$ cat config.mk
export PLATFORM = sky130hd
export DESIGN_NAME = vdp_vram_arbiter
export DESIGN_NICKNAME = d
export VERILOG_FILES = /design/src/rtl/vdp_pkg.sv /design/src/rtl/vdp_rr_arb2.sv /design/src/rtl/vdp_vram_arbiter.sv
export SDC_FILE = /design/constraint.sdc
export NUM_CORES = 1
export LEC_CHECK = 0
export CELL_PAD_IN_SITES_DETAIL_PLACEMENT = 0
export CELL_PAD_IN_SITES_GLOBAL_PLACEMENT = 2
export CORE_MARGIN = 2
export CORE_UTILIZATION = 16
export DETAILED_ROUTE_END_ITERATION = 10
export PLACE_DENSITY_LB_ADDON = 0.25
export SLEW_MARGIN = 20
export SYNTH_ARGS = -nofsm -noshare
export SYNTH_HDL_FRONTEND = slang
export SYNTH_SLANG_ARGS = --single-unit
$ cat constraint.sdc
create_clock -name clk -period 2 [get_ports clk]
set_input_delay 0.6 -clock clk [delete_from_list [all_inputs] [get_ports clk]]
set_output_delay 0.6 -clock clk [all_outputs]
set_load 0.02 [all_outputs]
$ cat src/rtl/vdp_pkg.sv
// Shared types and constants for the VDP VRAM arbiter and its round-robin helper.
package vdp_pkg;

  localparam int VRAM_AW = 14;

  localparam logic [2:0] SLOT_FREE_A = 3'd2;
  localparam logic [2:0] SLOT_FREE_B = 3'd7;

  typedef enum logic [1:0] {
    OWN_NONE = 2'd0,
    OWN_BG   = 2'd1,
    OWN_SPR  = 2'd2,
    OWN_CPU  = 2'd3
  } owner_t;

endpackage

$ cat src/rtl/vdp_rr_arb2.sv
// Two-requester arbiter: round-robin when rr_en is high, fixed A-first otherwise;
// force_b hands the grant to B whenever B requests.
module vdp_rr_arb2 (
  input  logic clk,
  input  logic rst,
  input  logic req_a,
  input  logic req_b,
  input  logic rr_en,
  input  logic force_b,
  output logic gnt_a,
  output logic gnt_b
);

  logic ptr_b_reg;  // 1 = B holds round-robin priority
  logic prefer_b;

  assign prefer_b = force_b || (rr_en && ptr_b_reg);
  assign gnt_b    = req_b && (prefer_b || !req_a);
  assign gnt_a    = req_a && !gnt_b;

  // The pointer only moves on a contested round-robin decision.
  always_ff @(posedge clk or posedge rst) begin
    if (rst) begin
      ptr_b_reg <= 1'b0;
    end else if (rr_en && req_a && req_b) begin
      ptr_b_reg <= gnt_a;
    end
  end

endmodule

$ cat src/rtl/vdp_vram_arbiter.sv
// Shares the single VRAM port between background (fixed slots), sprite and CPU (req/ack).
// Optional: define VDP_CPU_STARVE_GUARD_EN to force a CPU grant after STARVE_MAX sprite wins.
module vdp_vram_arbiter
  import vdp_pkg::*;
#(
  parameter int H_ACTIVE = 256,
  parameter int V_ACTIVE = 192
`ifdef VDP_CPU_STARVE_GUARD_EN
  ,
  parameter int STARVE_MAX = 4
`endif
) (
  input  logic               clk,
  input  logic               rst,
  input  logic [9:0]         pixel_x,
  input  logic [9:0]         pixel_y,
  input  logic [VRAM_AW-1:0] bg_addr,
  output logic [7:0]         bg_rdata,
  input  logic               spr_req,
  input  logic [VRAM_AW-1:0] spr_addr,
  output logic               spr_ack,
  output logic               spr_rvalid,
  output logic [7:0]         spr_rdata,
  input  logic               cpu_req,
  input  logic               cpu_we,
  input  logic [VRAM_AW-1:0] cpu_addr,
  input  logic [7:0]         cpu_wdata,
  output logic               cpu_ack,
  output logic               cpu_rvalid,
  output logic [7:0]         cpu_rdata,
  output logic [VRAM_AW-1:0] vram_addr,
  output logic               vram_we,
  output logic [7:0]         vram_wdata,
  input  logic [7:0]         vram_rdata
);

  localparam logic [9:0] H_LIM = 10'(H_ACTIVE);
  localparam logic [9:0] V_LIM = 10'(V_ACTIVE);

  owner_t             owner_s1_reg, owner_s2_reg, owner_next;
  logic               rd_s1_reg, rd_s2_reg, rd_next;
  logic [VRAM_AW-1:0] addr_reg, addr_next;
  logic               we_reg, we_next;
  logic [7:0]         wdata_reg, wdata_next;

  logic       active, free_slot, ack_busy;
  logic       spr_elig, cpu_elig, spr_gnt, cpu_gnt, starve;
  logic [2:0] slot;
  logic [1:0] ack_vec, rvalid_vec;

  assign active    = (pixel_x < H_LIM) && (pixel_y < V_LIM);
  assign slot      = pixel_x[2:0];
  assign free_slot = !active || (slot == SLOT_FREE_A) || (slot == SLOT_FREE_B);

  // No sprite/CPU grant while an ack is visible, so a held req is never granted twice.
  assign ack_busy = spr_ack || cpu_ack;
  assign spr_elig = spr_req && free_slot && !ack_busy;
  assign cpu_elig = cpu_req && free_slot && !ack_busy;

`ifdef VDP_CPU_STARVE_GUARD_EN
  localparam logic [2:0] STARVE_LIM = 3'(STARVE_MAX);

  logic [2:0] starve_cnt_reg;

  assign starve = active && (starve_cnt_reg >= STARVE_LIM);

  always_ff @(posedge clk or posedge rst) begin
    if (rst) begin
      starve_cnt_reg <= '0;
    end else if (!active || cpu_ack) begin
      starve_cnt_reg <= '0;
    end else if (spr_gnt && cpu_req && (starve_cnt_reg != 3'd7)) begin
      starve_cnt_reg <= starve_cnt_reg + 3'd1;
    end
  end
`else
  assign starve = 1'b0;
`endif

  vdp_rr_arb2 u_arb (
    .clk     (clk),
    .rst     (rst),
    .req_a   (spr_elig),
    .req_b   (cpu_elig),
    .rr_en   (!active),
    .force_b (starve),
    .gnt_a   (spr_gnt),
    .gnt_b   (cpu_gnt)
  );

  always_comb begin
    owner_next = OWN_NONE;
    rd_next    = 1'b0;
    addr_next  = '0;
    we_next    = 1'b0;
    wdata_next = '0;
    if (!free_slot) begin
      owner_next = OWN_BG;
      addr_next  = bg_addr;
    end else if (spr_gnt) begin
      owner_next = OWN_SPR;
      rd_next    = 1'b1;
      addr_next  = spr_addr;
    end else if (cpu_gnt) begin
      owner_next = OWN_CPU;
      rd_next    = !cpu_we;
      addr_next  = cpu_addr;
      we_next    = cpu_we;
      wdata_next = cpu_we ? cpu_wdata : 8'h00;
    end
  end

  // Stage 1 drives the VRAM port and acks; stage 2 lines up with the BRAM read data.
  always_ff @(posedge clk or posedge rst) begin
    if (rst) begin
      owner_s1_reg <= OWN_NONE;
      owner_s2_reg <= OWN_NONE;
      rd_s1_reg    <= 1'b0;
      rd_s2_reg    <= 1'b0;
      addr_reg     <= '0;
      we_reg       <= 1'b0;
      wdata_reg    <= '0;
    end else begin
      owner_s1_reg <= owner_next;
      owner_s2_reg <= owner_s1_reg;
      rd_s1_reg    <= rd_next;
      rd_s2_reg    <= rd_s1_reg;
      addr_reg     <= addr_next;
      we_reg       <= we_next;
      wdata_reg    <= wdata_next;
    end
  end

  genvar gi;
  generate
    for (gi = 0; gi < 2; gi++) begin : g_req
      localparam owner_t REQ_OWNER = (gi == 0) ? OWN_SPR : OWN_CPU;
      assign ack_vec[gi]    = (owner_s1_reg == REQ_OWNER);
      assign rvalid_vec[gi] = (owner_s2_reg == REQ_OWNER) && rd_s2_reg;
    end
  endgenerate

  assign spr_ack    = ack_vec[0];
  assign cpu_ack    = ack_vec[1];
  assign spr_rvalid = rvalid_vec[0];
  assign cpu_rvalid = rvalid_vec[1];
  assign spr_rdata  = spr_rvalid ? vram_rdata : 8'h00;
  assign cpu_rdata  = cpu_rvalid ? vram_rdata : 8'h00;
  assign bg_rdata   = vram_rdata;

  assign vram_addr  = addr_reg;
  assign vram_we    = we_reg;
  assign vram_wdata = wdata_reg;

endmodule

* Word-level counts from Yosys, hierarchy flattened
Cells that the tools add are included.
** Storage, ports and cells
- Register bits after elaboration :: 30
- Input port bits :: 83
- Output and inout port bits :: 51
- Logic and storage cells :: 55
** Operators by class
- $lt $le $gt $ge :: 2
- Equality and inequality tests :: 6
- Muxes and demuxes :: 18
- Reductions and logical operators :: 21
** Operator list (count)
- 8-bit 2-to-1 mux :: 6
- 14-bit 2-to-1 mux :: 3
- 1-bit logical AND :: 12
- 10-bit by 8-bit < comparator with 1-bit output (second input constant) :: 1
- 10-bit by 9-bit < comparator with 1-bit output (second input constant) :: 1
- 2-bit equality test (second input constant) :: 4
- 1-bit 2-to-1 mux :: 6
- 2-bit 2-to-1 mux :: 3
- 1-bit logical NOT :: 5
- 1-bit logical OR :: 4
- 3-bit by 2-bit equality test with 1-bit output (second input constant) :: 1
- 3-bit equality test (second input constant) :: 1

* Longest topological paths before layout
Gate-level depths: netlist of run 1.
- Depth in word-level cells :: 14
- Gate-level depth with buffers :: 6
- Mapped depth without buffers :: 4

* Cells and area by module
Synthesis of run 1 repeated with hierarchy kept, for this count alone.
** Second synthesis, totals
- Cell total of the unflattened synthesis :: 129
- Area total of the unflattened synthesis :: 1519.0 sq um
** By module, submodules not included
- vdp_vram_arbiter :: times used 1, cells an instance 120, area an instance 1437.6 sq um, sequential area each 725.7 sq um
- vdp_rr_arb2 :: times used 1, cells an instance 9, area an instance 81.3 sq um, sequential area each 25.0 sq um

* Worst setup path after synthesis of run 1
No wires, ideal clock.
- Path type :: input to register
- From :: input pixel_y[8]
- To :: register addr_reg[10], in the netlist vram_addr[10]
- Setup time :: 0.126 ns
- Arrival time :: 2.145 ns
- Data required time :: 1.874 ns
- Path slack :: -0.271 ns
- Stages :: 6
- Path buffers :: 2
- Cell sequence :: or4_4 -> a211o_1 -> and4_1 -> buf_6 -> buf_8 -> a221o_1
** Between the ends
- Word-level cells in the longest chain between the ends :: 14
- Elaborated cells on any way between the ends :: 18
- Those cells by class :: 1 x order compare; 3 x mux; 14 x reduce/logical
** RTL lines
- from (decl) :: line vdp_vram_arbiter.sv:16 : input logic [9:0] pixel_y,
- 10-bit by 8-bit < comparator with 1-bit output * :: line vdp_vram_arbiter.sv:51 : assign active = (pixel_x < H_LIM) && (pixel_y < V_LIM);
- 1-bit logical AND * :: line vdp_vram_arbiter.sv:51
- 1-bit logical NOT * :: line vdp_vram_arbiter.sv:53, vdp_vram_arbiter.sv:85
- 1-bit logical OR (2 in a row) :: line vdp_vram_arbiter.sv:53 : assign free_slot = !active || (slot == SLOT_FREE_A) || (slot == SLOT_FREE_B);
- 1-bit logical AND (2 in a row) :: line vdp_vram_arbiter.sv:57 : assign spr_elig = spr_req && free_slot && !ack_busy;
- 1-bit logical NOT :: line vdp_rr_arb2.sv:18 : assign gnt_b = req_b && (prefer_b || !req_a);
- 1-bit logical OR :: line vdp_rr_arb2.sv:18
- 1-bit logical AND :: line vdp_rr_arb2.sv:18
- 1-bit logical NOT :: line vdp_rr_arb2.sv:19 : assign gnt_a = req_a && !gnt_b;
- 1-bit logical AND :: line vdp_rr_arb2.sv:19
- 14-bit 2-to-1 mux :: line vdp_vram_arbiter.sv:100 : end else if (spr_gnt) begin
- 14-bit 2-to-1 mux * :: line vdp_vram_arbiter.sv:97 : if (!free_slot) begin
- net addr_next[10] :: line vdp_vram_arbiter.sv:42 : logic [VRAM_AW-1:0] addr_reg, addr_next;
- to (signal assigned) :: line vdp_vram_arbiter.sv:128 : addr_reg <= addr_next;
- to (decl) :: line vdp_vram_arbiter.sv:42
The timed path passes the listed nets; every way through them passes the cells marked *.
A chain may end at the register's enable or synchronous reset.

* Worst setup path in the final report of run 1
- From :: input pixel_y[8]
- To :: register addr_reg[13], in the netlist vram_addr[13]
Same word-level chain as after synthesis.

==> key figures, run 1 <==
Cells and area
  • Final core utilization: 33.1%
  • Final net count: 338
  • Layout Cell Area excl Fill: between 0.002 and 0.003 mm2
  • Non-filler cells, final: about 360
  • Number of flip-flops in the largest register: 14
  • Fraction of layout cells with a size suffix above 1: 25.0%
  • Synthesis-to-finish area growth: 102%
  • Ant diodes: 0

Routing
  • Routed wire length: 4650 um
  • Via count: 1,380
  • DRT Pass-1 Iters: 4
  • Vias per inst: 3.79
  • WL/cell: approximately 13 um
  • Starting DRT DRC Count: 18
  • DRC violations left: 0
  • Post-DRT Antenna Nets: 0

STA
  • Worst setup margin: -18.0 ps
  • Period minus WS final: between 2000 and 2500 ps
  • Skew final: 3.44 ps
  • Fin. max-slew vios: 0
  • Final Hold Viols: 0
  • Worst Max-Slew Pin Slew: approximately 250 ps
  • Final period util: 101%
  • Slew margin rel.: 83.0%
  • Setup violations, final: 2
  • Setup TNS: -31.7 ps
  • FMAX: 496 MHz
  • RSZ-0062 raised after global routing: yes

Floorplanning
  • Die Wd: 98.1 um
  • Initial Utilization: 16.4%
  • Die extent in y: roughly 98 um
  • Number of cell rows: 34
  • Boundary Pins: 134
  • Core area: 0.00864 mm2
  • Die area: roughly 0.0096 mm2

Setup path
  • Critical path class: in -> reg
  • Cell Chain, Critical Path: buf_6, or4_4, a211o_1, buf_6, and2_4, a221o_2
  • CP Buf/Inv Count: 2
  • CP max FO: 7
  • Slowest cell on crit path: or4_4
  • Critical path arrival: between 2000 and 2500 ps
  • Worst stage delay on the critical path: about 550 ps
  • CP top delay family: simple AND/OR/NAND/NOR gates
  • Crit. End Element: register
  • Worst setup SP type: input port
  • Most used cell, CP: buf_6
  • Worst EP required: 2150 ps

Placed design
  • I/O Buffers: 122
  • Worst slack, placed: -719 ps
  • Cell count after placement: 355
  • HPWL after DPL: roughly 3700 um
  • Placed inst area: 0.00280 mm2
  • GP Congestion: between 0.7 and 0.8

Min path
  • Worst Hold Class: reg -> reg

Clock tree
  • Htree depth: 2
  • Sink Count: 30
  • CTS Hold Bufs: 0
  • Num CTS Buffers: 5
  • Clock slew at reported path FFs: 60 ps
  • CTS tree: done
  • Skew-Pair Late Insertion Delay: 270 ps
  • Max clock buf depth: 2
  • Root Buffer: clkbuf_8

Global route
  • Antenna violations before repair: 0
  • Largest net degree at the start of global routing: 19
  • GRT overflow: 0
  • Gr usage total: 9.66%
  • Vias in the first global route: about 1.5k
  • First-pass GRT wire length: 7290 um

Yosys
  • Commonest cells post-synth: and2_1 (40), dfrtp_1 (30), a221o_1 (10)
  • Post-Syn Area per Cell: 11.4 um2
  • Synth Register Bits: 30
  • Count of flip-flops with a built-in enable after synthesis: 0
  • Synth Warn #: 0
  • Biggest area consumer among synthesized cells: dfrtp_1
  • Area contributors post-synth: dfrtp_1 (53%), and2_1 (18%), a221o_1 (7.1%)
  • Yosys top cell area share: 53.0%
  • Fraction of registers with async set/reset: 100%
  • Sequential share of the synthesized area: 53.0%
  • Cells after Synth: 124
  • Library cells used by synthesis: 26
  • Most common cell in the netlist: and2_1
  • Syn Std Cell Area: 0.00142 mm2
  • Syn Nets: 207
  • Main synth FF type: dfrtp_1

Pwr
  • Worst ir drop on vdd: 193 uV
  • P_leak: 1.31 nW
  • PD cells: 650 mW/mm2

Status
  • Failing checks: setup timing
  • Outcome: finished with violations

Run
  • Max-cap viol count: 0
[what timing repair did]
action	CTS	global route
endpoints found under the setup margin	52	25
resized for setup	114	19
buffers inserted	1	0
pin swaps	5	2
gates cloned	1	0
[cell families after synthesis]
kind of cell	count (synthesis)	share of synthesized area (%)
buffers and inverters	17	8.21
and+or+nand+nor	55	24.1
DFF	30	53.0
xor gates and xnor gates	2	1.24
AOI/OAI and AO/OA	20	13.5
[per-stage QoR]
step | total power, mW | hold slack [ps]
after floorplan | 1.02 | 331
after global placement | 1.40 | 335
after detailed placement | 1.40 | 336
after CTS | 1.89 | 348
after global routing | 1.97 | 355
final | 1.86 | 348
[layout by cell type, fill, tap and decap left out, types with 4 or more instances in the layout]
master,n
buf_2,6
a221o_1,10
a221o_2,4
and2_1,39
dlygate4sd2_1,4
clkdlybuf4s50_1,87
clkbuf_8,6
dfrtp_1,30
buf_4,28
clkdlybuf4s15_2,4
[layout make-up]
type | instances | area [um2]
Multi-Input combinational cell | 78 | 598
Clock buffer | 7 | 86.3
Tap cell | 108 | 135
Sequential cell | 30 | 751
Inverter | 3 | 11.3
Clock inverter | 1 | 5.00
Fill cell | 915 | 5780
Timing Repair Buffer | 137 | 1270
[metal layers]
layer | global-route usage, % | wire (um) | vias up
met1 | 9.68 | 1640 | 609
met5 | 0 | 0 | -
met4 | 2.24 | 18 | 0
met3 | 5.87 | 698 | 2
met2 | 17.1 | 2290 | 87
li1 | - | - | 682
[worst reg2reg max path, stage by stage, from the launching register on]
cell     delay (ps)
dfrtp_1         440
nor2b_1         210
o311a_4         250
buf_4           110
and3_4          230
and2_1          140
[report_power, final]
group | switching, mW | internal, mW | total, mW
clock | 0.210 | 0.277 | 0.487
sequential | 0.0368 | 0.691 | 0.728
combinational | 0.275 | 0.368 | 0.643
[final timing paths]
check / slack (ps) / depth (start not counted) / to / start
worst max-delay path: -20 / 6 / vram_addr[13] / pixel_y[8]
worst min register to register: 350 / 0 / rd_s2_reg / rd_s1_reg
worst max register to register: 570 / 5 / vram_wdata[7] / owner_s1_reg[1]
worst min-delay path: 350 / 0 / rd_s2_reg / rd_s1_reg
min in group asynchronous: 650 / 3 / vram_wdata[7] / rst
max in group asynchronous: 1120 / 3 / vram_addr[12] / rst
(Power assumes the default switching activity.)
==> run 2, diff against run 1 <==
--- a/config.mk
+++ b/config.mk
@@ -5,11 +5,13 @@
 export SDC_FILE = /design/constraint.sdc
 export NUM_CORES = 1
 export LEC_CHECK = 0
+export ABC_AREA = 1
 export CELL_PAD_IN_SITES_DETAIL_PLACEMENT = 0
 export CELL_PAD_IN_SITES_GLOBAL_PLACEMENT = 2
 export CORE_MARGIN = 2
-export CORE_UTILIZATION = 16
+export CORE_UTILIZATION = 30
 export DETAILED_ROUTE_END_ITERATION = 10
+export DONT_BUFFER_PORTS = 1
 export PLACE_DENSITY_LB_ADDON = 0.25
 export SLEW_MARGIN = 20
 export SYNTH_ARGS = -nofsm -noshare
==> run 2 against run 1 <==
Effect of this change: the run now ends clean; non-clock buffer count down 117; routed wire length down 13%; area after synthesis up 8.6%; first-iteration DRC count rose to 2.8 times the previous value.
==> key figures, run 2 <==
Status
  • Outcome: finished, final reports clean

STA
  • Fin. max-slew vios: 0
  • Final period util: 93.4%
  • Setup TNS: 0 ps
  • Worst setup margin: 132 ps
  • Skew final: 2.47 ps
  • Final Hold Viols: 0
  • FMAX: roughly 540 MHz
  • Worst Max-Slew Pin Slew: approximately 660 ps
  • Period minus WS final: 1870 ps
  • Setup violations, final: 0
  • Slew margin rel.: 55.9%
  • RSZ-0062 raised after global routing: no

Setup path
  • Cell Chain, Critical Path: nor3_2, inv_2, nor2_1, buf_4
  • CP max FO: 8
  • CP top delay family: flip-flops
  • Critical path class: reg -> out
  • Worst EP required: 1400 ps
  • Worst stage delay on the critical path: 380 ps
  • Crit. End Element: output pin
  • Critical path arrival: 1270 ps
  • Slowest cell on crit path: dfrtp_1
  • CP Buf/Inv Count: 2
  • Worst setup SP type: register

Yosys
  • Main synth FF type: dfrtp_1
  • Post-Syn Area per Cell: 8.19 um2
  • Syn Nets: 271
  • Sequential share of the synthesized area: 48.7%
  • Commonest cells post-synth: dfrtp_1 (30), nand2_1 (30), nand3_1 (29), nor2_1 (29), inv_1 (25)
  • Synth Register Bits: 30
  • Area contributors post-synth: dfrtp_1 (49%), nand3_1 (9.4%), nand2_1 (7.3%)
  • Synth Warn #: 0
  • Fraction of registers with async set/reset: 100%
  • Count of flip-flops with a built-in enable after synthesis: 0
  • Library cells used by synthesis: 20
  • Syn Std Cell Area: 0.00154 mm2
  • Biggest area consumer among synthesized cells: dfrtp_1
  • Cells after Synth: 188
  • Yosys top cell area share: between 40% and 50%

Cells and area
  • Final net count: 282
  • Final core utilization: a little over a third
  • Fraction of layout cells with a size suffix above 1: 21.0%
  • # fillers: roughly 540
  • Layout Cell Area excl Fill: 0.00177 mm2
  • Number of flip-flops in the largest register: 14
  • Multi-input gate area: 578 um2
  • Ant diodes: 0
  • Register Area: 751 um2
  • Most frequent cells in the layout: nand2_1 (30), dfrtp_1 (30), nand3_1 (29), nor2_1 (28), inv_1 (23)
  • Synthesis-to-finish area growth: 15.0%

Floorplanning
  • Core area: 0.00504 mm2
  • Number of cell rows: 26
  • Die extent in y: 75.7 um
  • Boundary Pins: 134
  • Die area: between 0.005 and 0.006 mm2
  • Die Wd: 75.7 um
  • Initial Utilization: 30.5%

Clock tree
  • Clock slew at reported path FFs: 70 ps
  • Post CTS Setup Buffer Count: 0
  • Root Buffer: clkbuf_8
  • Num CTS Buffers: 5
  • Skew-Pair Late Insertion Delay: 280 ps
  • CTS Hold Bufs: 0
  • Max clock buf depth: 2
  • CTS tree: done
  • Sink Count: 30
  • Resized Gates After CTS: 0
  • Htree depth: 2

Global route
  • Largest net degree at the start of global routing: 24
  • Antenna violations before repair: 0
  • GRT overflow: 0
  • Vias in the first global route: 1,262
  • First-pass GRT wire length: 5900 um
  • Gr usage total: 13.8%

Pwr
  • Worst ir drop on vdd: roughly 320 uV
  • P_leak: 0.940 nW
  • PD cells: 886 mW/mm2
  • Final Power: around 1.6 mW

Placed design
  • HPWL after DPL: 3040 um
  • Worst slack, placed: 161 ps
  • I/O Buffers: 0
  • Placed inst area: 0.00168 mm2
  • GP Congestion: 0.716

Routing
  • WL/cell: 15.0 um
  • DRC violations left: 0
  • Vias per inst: 4.90
  • Routed wire length: 4050 um
  • Starting DRT DRC Count: between 50 and 60
  • Post-DRT Antenna Nets: 0
  • Via count: 1,324
  • DRT Pass-1 Iters: 4

Min path
  • Worst Hold Class: in -> async

Run
  • Max-cap viol count: 0
[run 2: kinds of logic (layout without fill, tap and decap cells)]
group	Yosys count	in the layout	share of synthesized area [%]
buffers and inverters	43	55	14.5
and+or+nand+nor	113	113	35.7
DFF	30	30	48.7
AOI/OAI and AO/OA	2	2	1.06
[run 2: worst paths after layout]
| kind | depth (start not counted) | from | end | slack [ps] |
|---|---|---|---|---|
| setup reg to reg | 5 | owner_s1_reg[1] | vram_addr[10] | 420 |
| setup / recovery | 4 | owner_s2_reg[0] | spr_rdata[7] | 130 |
| max in group asynchronous | 2 | rst | vram_wdata[4] | 1260 |
| hold reg to reg | 0 | rd_s1_reg | rd_s2_reg | 350 |
| min in group clk | 0 | rd_s1_reg | rd_s2_reg | 350 |
| hold / removal | 1 | rst | vram_addr[13] | 250 |
[run 2: power by group]
group          switching [mW]  total, mW  internal, mW
clock network           0.221      0.498         0.277
logic                   0.196      0.293        0.0970
registers              0.0992      0.780         0.681
[run 2: cell type report]
class                      instances  share of cell area, %
multi-input combinational        115                   32.6
timing repair buffer              20                   9.18
inverter                          27                   5.72
clock buffer                       7                   4.87
clock inverter                     1                  0.282
sequential                        30                   42.4
tap                               70                   4.94
[run 2: layer usage]
layer | vias up | routed length [um] | global-route usage (%)
met1 | 622 | 1530 | 16.0
met5 | - | 0 | 0
met3 | 8 | 340 | 4.23
met4 | 0 | 51 | 4.68
met2 | 79 | 2120 | 24.3
li1 | 615 | - | -
[run 2: stage by stage]
stage / cells / hold WS, ps
2_1_floorplan: 188 / 331
3_3_place_gp: 262 / 336
3_5_place_dp: 262 / 338
4_1_cts: 270 / 268
5_1_grt: 270 / 295
6_report: 270 / 254
